[src/rtl/chess_vga_pkg.sv]
`default_nettype none
// +-----------------------------------------------------------------------------+
// | Package     : chess_vga_pkg                                                 |
// | Description : VRAM map, tile byte layout, sprite codes and writer states.   |
// | Revision    : 1.0  initial release                                          |
// +-----------------------------------------------------------------------------+
package chess_vga_pkg;

  localparam logic [9:0] VRAM_TILE_BASE   = 10'd0;
  localparam logic [9:0] VRAM_STATUS_BASE = 10'd64;
  localparam int         SB_COLS          = 17;

  localparam int GLOW_BIT   = 5;
  localparam int PARITY_BIT = 4;
  localparam int INVIS_BIT  = 7;

  typedef enum logic [3:0] {
    SPR_EMPTY    = 4'd0,
    SPR_W_PAWN   = 4'd1,
    SPR_W_KNIGHT = 4'd2,
    SPR_W_BISHOP = 4'd3,
    SPR_W_ROOK   = 4'd4,
    SPR_W_QUEEN  = 4'd5,
    SPR_W_KING   = 4'd6,
    SPR_B_PAWN   = 4'd7,
    SPR_B_KNIGHT = 4'd8,
    SPR_B_BISHOP = 4'd9,
    SPR_B_ROOK   = 4'd10,
    SPR_B_QUEEN  = 4'd11,
    SPR_B_KING   = 4'd12
  } sprite_e;

  typedef enum logic [2:0] {
    S_IDLE  = 3'd0,
    S_T_RD  = 3'd1,
    S_T_CAP = 3'd2,
    S_T_WR  = 3'd3,
    S_E_WR  = 3'd4,
    S_DONE  = 3'd5
  } state_e;

  function automatic logic [7:0] tile_byte(input logic [3:0] code,
                                           input logic       parity,
                                           input logic       glow);
    logic [7:0] b;
    b             = {4'b0000, code};
    b[PARITY_BIT] = parity;
    b[GLOW_BIT]   = glow;
    return b;
  endfunction

endpackage
`default_nettype wire

[src/rtl/eval_bar_encoder.sv]
`default_nettype none
// +-----------------------------------------------------------------------------+
// | Module      : eval_bar_encoder                                              |
// | Description : Maps eval score and bar column to a VRAM cell byte.           |
// | Revision    : 1.0  initial release                                          |
// +-----------------------------------------------------------------------------+
module eval_bar_encoder
  import chess_vga_pkg::*;
#(
  parameter int         EVAL_MID = 8,
  parameter logic [6:0] BAR_CHAR = 7'h7F
) (
  input  logic signed [5:0] eval_snap,
  input  logic        [4:0] col,
  output logic        [7:0] cell_byte
);

  logic signed [6:0] w_sum;
  logic        [4:0] w_wcells;

  // 7-bit signed sum cannot overflow: range is -24..39
  always_comb begin
    w_sum    = $signed({eval_snap[5], eval_snap}) + $signed(7'(EVAL_MID));
    w_wcells = 5'd0;
    if (w_sum[6]) begin
      w_wcells = 5'd0;
    end else if (w_sum > $signed(7'(SB_COLS))) begin
      w_wcells = 5'(SB_COLS);
    end else begin
      w_wcells = w_sum[4:0];
    end
    cell_byte            = {1'b0, BAR_CHAR};
    cell_byte[INVIS_BIT] = (col >= w_wcells);
  end

endmodule
`default_nettype wire

[src/rtl/vram_board_writer.sv]
`default_nettype none
// +-----------------------------------------------------------------------------+
// | Module      : vram_board_writer                                             |
// | Description : Avalon-MM master writing board tiles and eval bar to VRAM.    |
// | Revision    : 1.0  initial release                                          |
// +-----------------------------------------------------------------------------+
module vram_board_writer
  import chess_vga_pkg::*;
#(
  parameter int         EVAL_ROW = 20,
  parameter int         EVAL_MID = 8,
  parameter logic [6:0] BAR_CHAR = 7'h7F
) (
  input  logic              CLK,
  input  logic              RESET,
  input  logic              refresh,
  input  logic              eval_update,
  input  logic signed [5:0] eval_score,
  input  logic       [63:0] move_mask,
  output logic        [5:0] board_addr,
  input  logic        [3:0] board_data,
  output logic              busy,
  output logic              pass_done,
  output logic        [9:0] AVL_ADDR,
  output logic        [7:0] AVL_WRITEDATA,
  output logic              AVL_WRITE,
  output logic              AVL_CS,
  output logic              AVL_BYTE_EN,
  input  logic              AVL_WAITREQUEST
);

  localparam logic [9:0] c_eval_base = 10'(int'(VRAM_STATUS_BASE) + EVAL_ROW * SB_COLS);
  localparam logic [4:0] c_last_col  = 5'(SB_COLS - 1);

  state_e            r_state, w_next;
  logic        [5:0] r_idx;
  logic        [4:0] r_col;
  logic              r_ref_pend, r_ev_pend;
  logic       [63:0] r_mask_snap;
  logic signed [5:0] r_eval_snap;
  logic        [7:0] r_tile;
  logic        [7:0] w_cell_byte;
  logic              w_ref_req, w_ev_req;
  logic              w_start_board, w_start_eval;

  // A pulse in the same cycle as a pass start is consumed by that start
  assign w_ref_req = r_ref_pend | refresh;
  assign w_ev_req  = r_ev_pend  | eval_update;

  eval_bar_encoder #(
    .EVAL_MID (EVAL_MID),
    .BAR_CHAR (BAR_CHAR)
  ) u_eval_bar_encoder (
    .eval_snap (r_eval_snap),
    .col       (r_col),
    .cell_byte (w_cell_byte)
  );

  always_ff @(posedge CLK or negedge RESET) begin
    if (!RESET) begin
      r_state     <= S_IDLE;
      r_idx       <= 6'd0;
      r_col       <= 5'd0;
      r_ref_pend  <= 1'b0;
      r_ev_pend   <= 1'b0;
      r_mask_snap <= 64'd0;
      r_eval_snap <= 6'sd0;
      r_tile      <= 8'd0;
    end else begin
      r_state    <= w_next;
      r_ref_pend <= w_start_board ? 1'b0 : w_ref_req;
      r_ev_pend  <= w_start_eval  ? 1'b0 : w_ev_req;
      if (w_start_board) begin
        r_idx       <= 6'd0;
        r_mask_snap <= move_mask;
      end else if (r_state == S_T_WR && !AVL_WAITREQUEST) begin
        r_idx <= r_idx + 6'd1;
      end
      if (w_start_eval) begin
        r_col       <= 5'd0;
        r_eval_snap <= eval_score;
      end else if (r_state == S_E_WR && !AVL_WAITREQUEST) begin
        r_col <= r_col + 5'd1;
      end
      if (r_state == S_T_CAP) begin
        r_tile <= tile_byte(board_data, r_idx[3] ^ r_idx[0], r_mask_snap[r_idx]);
      end
    end
  end

  always_comb begin
    w_next        = r_state;
    w_start_board = 1'b0;
    w_start_eval  = 1'b0;
    case (r_state)
      S_IDLE: begin
        if (w_ref_req) begin
          w_next        = S_T_RD;
          w_start_board = 1'b1;
        end else if (w_ev_req) begin
          w_next       = S_E_WR;
          w_start_eval = 1'b1;
        end
      end
      S_T_RD:  w_next = S_T_CAP;
      S_T_CAP: w_next = S_T_WR;
      S_T_WR: begin
        if (!AVL_WAITREQUEST) begin
          if (r_idx == 6'd63) begin
            if (w_ev_req) begin
              w_next       = S_E_WR;
              w_start_eval = 1'b1;
            end else begin
              w_next = S_DONE;
            end
          end else begin
            w_next = S_T_RD;
          end
        end
      end
      S_E_WR: begin
        if (!AVL_WAITREQUEST && r_col == c_last_col) begin
          if (w_ref_req) begin
            w_next        = S_T_RD;
            w_start_board = 1'b1;
          end else begin
            w_next = S_DONE;
          end
        end
      end
      S_DONE:  w_next = S_IDLE;
      default: w_next = S_IDLE;
    endcase
  end

  always_comb begin
    board_addr    = r_idx;
    busy          = (r_state != S_IDLE);
    pass_done     = (r_state == S_DONE);
    AVL_WRITE     = 1'b0;
    AVL_ADDR      = 10'd0;
    AVL_WRITEDATA = 8'd0;
    if (r_state == S_T_WR) begin
      AVL_WRITE     = 1'b1;
      AVL_ADDR      = VRAM_TILE_BASE + {4'd0, r_idx};
      AVL_WRITEDATA = r_tile;
    end else if (r_state == S_E_WR) begin
      AVL_WRITE     = 1'b1;
      AVL_ADDR      = c_eval_base + {5'd0, r_col};
      AVL_WRITEDATA = w_cell_byte;
    end
    AVL_CS      = AVL_WRITE;
    AVL_BYTE_EN = AVL_WRITE;
  end

endmodule
`default_nettype wire

[config.mk]
export PLATFORM = sky130hd
export DESIGN_NAME = vram_board_writer
export DESIGN_NICKNAME = d
export VERILOG_FILES = /design/src/rtl/chess_vga_pkg.sv /design/src/rtl/eval_bar_encoder.sv /design/src/rtl/vram_board_writer.sv
export SDC_FILE = /design/constraint.sdc
export NUM_CORES = 1
export LEC_CHECK = 0
export ABC_CLOCK_PERIOD_IN_PS = 2600
export CORE_ASPECT_RATIO = 1.25
export CORE_MARGIN = 5
export CORE_UTILIZATION = 40
export CTS_BUF_LIST = sky130_fd_sc_hd__clkbuf_16
export DETAILED_ROUTE_END_ITERATION = 8
export GPL_TIMING_DRIVEN = 0
export PLACE_DENSITY = 0.67
export SYNTH_ARGS = -nofsm -noshare
export SYNTH_HDL_FRONTEND = slang
export SYNTH_HIERARCHICAL = 1
export SYNTH_SLANG_ARGS = --single-unit
[constraint.sdc]
create_clock -name CLK -period 2.6 [get_ports CLK]
set_input_delay 0.39 -clock CLK [delete_from_list [all_inputs] [get_ports CLK]]
set_output_delay 0.39 -clock CLK [all_outputs]
set_load 0.02 [all_outputs]
==> impl_metrics.py <==
metrics = {
    "setup_path": {
        "start_kind": "flop",
        "worst_setup_path_end_kind": "primary output",
        "cp.depth": 9,
        "startpoint": "r_eval_snap[2]$_DFFE_PN0P_",
        "slowest_stage": "or3_4",
        "reg2reg_from": "r_col[2]$_DFFE_PN0P_",
        "path_delay_family": "simple AND/OR/NAND/NOR gates",
        "crit_arrival_ps": 2460,
        "path_buf_inv": 1,
        "path_cells": "or3_4, a221oi_4, nand2_2, ha_4, a21o_1, a31oi_1, o21ai_1, and3_1, buf_6",
        "reg2reg_depth": 8,
        "cp.required_ps": 2210,
        "crit_type": "reg -> out",
        "cpPeakStageDelay_ps": 430,
        "worst-path-max-fanout": 2,
    },
    "finish": {
        "drive_above_1_share_pct": 30.8,
        "post-route-util_pct": 55.6,
        "design_area_mm2": 0.00646,
        "finalNonFillerCells": 677,
        "nets": 603,
        "syn2layout_area_growth_pct": 35.9,
        "diodes": 0,
    },
    "global_routing": {
        "antenna_found_initial": 0,
        "grt_overflow_total": 0,
        "grt_pass1_vias": 3858,
        "track_usage_pct": 16.6,
        "grt_pass1_wl_mm": 18.8,
        "grt_max_degree": 49,
    },
    "timing": {
        "fin_setup_tns_ps": -250,
        "min_period_over_period_pct": 110,
        "finalMaxSlewViolations": 0,
        "grt_setup_unrepaired": "true",
        "setup_viol": 1,
        "holdWs_ps": 56.4,
        "worst_pin_slew_ps": 662,
        "clock_skew_ps": 4.47,
        "fin_crit_ps": 2850,
        "max-slew-margin-rel_pct": 55.7,
        "layout_setup_ws_ps": -250,
        "clock.fmax_mhz": 351,
        "finalHoldViolations": 0,
    },
    "synthesis": {
        "yosys_warnings": 6,
        "synth_top_area_share_pct": 48.5,
        "synth_cells": 383,
        "dominantRegCellSynth": "dfrtp_1",
        "syn_avg_cell_area_um2": 12.4,
        "ys_types": 44,
        "synthTopCellsByArea": "dfrtp_1, mux2_2, mux4_2",
        "synth-edff-count": 0,
        "syn_area_mm2": 0.00475,
        "synth-async-reset-ratio_pct": 100,
        "synth-seq-area-share_pct": 48.5,
        "synth_top_area_cell": "dfrtp_1",
        "synth_seq_cells": 92,
    },
    "clock_network": {
        "cts_root_buf": "clkbuf_16",
        "clk-insertion-delay-late_ps": 340,
        "clk_pin_slew_worst_paths_ps": 70,
        "numCtsBuffers": 9,
        "tritoncts": "done",
        "clock_path_buffers": 2,
        "clock-sinks": 92,
        "htreeDepth": 3,
    },
    "place": {
        "place_ws_ps": -559,
        "place.gp.congestion": 0.776,
        "hpwl_mm": 8.54,
        "port_buffers": 105,
        "dp.cells": 657,
        "post_dp_cell_area_mm2": 0.00605,
    },
    "die": {
        "coreArea_mm2": 0.0116,
        "io_pins": 108,
        "initial_core_util_pct": 40.9,
        "die_h_um": 132,
        "rows": 44,
        "dieArea_mm2": 0.0142,
        "die_w_um": 107,
    },
    "routing": {
        "drc": 0,
        "ant_nets": 0,
        "vias": 3401,
        "routed_wl_mm": 11.3,
        "drtPass1Iterations": 4,
        "wl_per_cell_um": 16.6,
        "drtIter0Drc": 116,
        "via_per_inst": 5.02,
    },
    "power": {
        "p_comb_share_pct": 46.0,
        "power.switching_mw": 2.43,
        "p_leak_nw": 2.77,
        "powerDensity_mw_per_mm2": 1110,
        "switching_share_pct": 34.0,
        "pwr-share-clk_pct": 18.5,
        "worst_ir_drop_vdd_mv": 0.470,
        "totalPowerFinal_mw": 7.15,
        "seqPwrFrac_pct": 35.5,
        "internal-power_mw": 4.71,
    },
    "run_status": {
        "violations": "setup timing",
        "outcome": "finished with violations",
    },
    "job": {
        "drv_cap": 0,
    },
    "min_path": {
        "hp-class": "in -> async",
    },
}
## per-layer routing
| layer | routed length [um] | up-vias | track usage [%] |
|---|---|---|---|
| li1 | - | 1613 | - |
| met1 | 4650 | 1688 | 20.2 |
| met2 | 5830 | 85 | 29.3 |
| met3 | 591 | 15 | 3.97 |
| met4 | 185 | 0 | 4.49 |
| met5 | 0 | - | 0 |
## area by class of cell
cell class	count	area, um^2
fillers	1011	5160
multi-input cells	255	2310
flip-flops and latches	92	2300
repair buffers	111	1110
clock buffers	9	225
well taps	161	201
plain buffers	32	190
clock inverters	7	75.1
inverters	10	42.5
## synthesized netlist by cell type, types with 3 or more instances
| library cell | number |
|---|---|
| a21oi_1 | 7 |
| a22o_1 | 8 |
| a31oi_1 | 4 |
| buf_2 | 14 |
| buf_4 | 13 |
| clkbuf_1 | 6 |
| dfrtp_1 | 92 |
| ha_1 | 13 |
| inv_1 | 9 |
| mux2_2 | 79 |
| mux2i_1 | 6 |
| mux4_2 | 14 |
| nand2_1 | 23 |
| nand4_1 | 4 |
| nor2_1 | 28 |
| nor2b_1 | 3 |
| nor3_1 | 3 |
| o21ai_0 | 13 |
| xnor2_1 | 7 |
| xor2_1 | 5 |
## power by group through the flow
stage	clock, mW	sequential, mW	combinational [mW]
finish	1.32	2.54	3.29
CTS	1.36	2.54	3.31
detailed placement	0	2.57	3.23
floorplan	0	2.45	2.33
global placement	0	2.54	3.14
global route	1.42	2.64	3.61
## path summary, 6_finish.rpt
kind / end / slack (ps)
min reg2reg: r_mask_snap[40]$_DFFE_PN0P_ / 500
max: AVL_WRITEDATA[7] / -250
min: r_mask_snap[62]$_DFFE_PN0P_ / 60
max reg2reg: r_mask_snap[57]$_DFFE_PN0P_ / 200
min in group CLK: r_mask_snap[40]$_DFFE_PN0P_ / 500
max in group asynchronous: r_eval_snap[3]$_DFFE_PN0P_ / 1890
## cell usage in the layout (no fill, tap or decap), types with 6 or more instances in the layout
cell / Yosys / final
ha_1: 13 / 10
xnor2_1: 7 / 7
conb_1: 2 / 9
nor2_1: 28 / 27
o21ai_0: 13 / 11
nand2_1: 23 / 22
dfrtp_1: 92 / 91
mux2i_1: 6 / 6
mux4_2: 14 / 14
a21oi_1: 7 / 6
mux2_2: 79 / 79
clkdlybuf4s50_1: 0 / 87
buf_2: 14 / 14
a22o_1: 8 / 8
dlygate4sd2_1: 0 / 14
inv_1: 9 / 9
clkbuf_16: 0 / 9
buf_4: 13 / 18
## registers in the layout (all words and copies together), names as in the netlist
name / flops
board_addr: 6
r_col: 5
r_ev_pend: 1
r_eval_snap: 6
r_mask_snap: 64
r_ref_pend: 1
r_state: 3
r_tile: 6
## timing repair
item | in CTS | in global routing
hold buffers | 0 | 0
resized for setup | 35 | 7
pin swaps | 7 | 5
setup endpoints to repair | 18 | 3
setup buffers | 5 | 0
gates cloned | 0 | 0
## kinds of logic after synthesis
| family | Yosys count | synth area share, % |
|---|---|---|
| AOI/OAI and AO/OA | 45 | 6.48 |
| xor gates and xnor gates | 12 | 2.21 |
| adders and majority gates | 13 | 3.42 |
| buffers and inverters | 43 | 4.79 |
| DFF | 92 | 48.5 |
| muxes | 99 | 26.6 |
| other | 2 | 0.158 |
| and+or+nand+nor | 77 | 7.85 |
No activity file was read; power rests on OpenSTA's default activity.
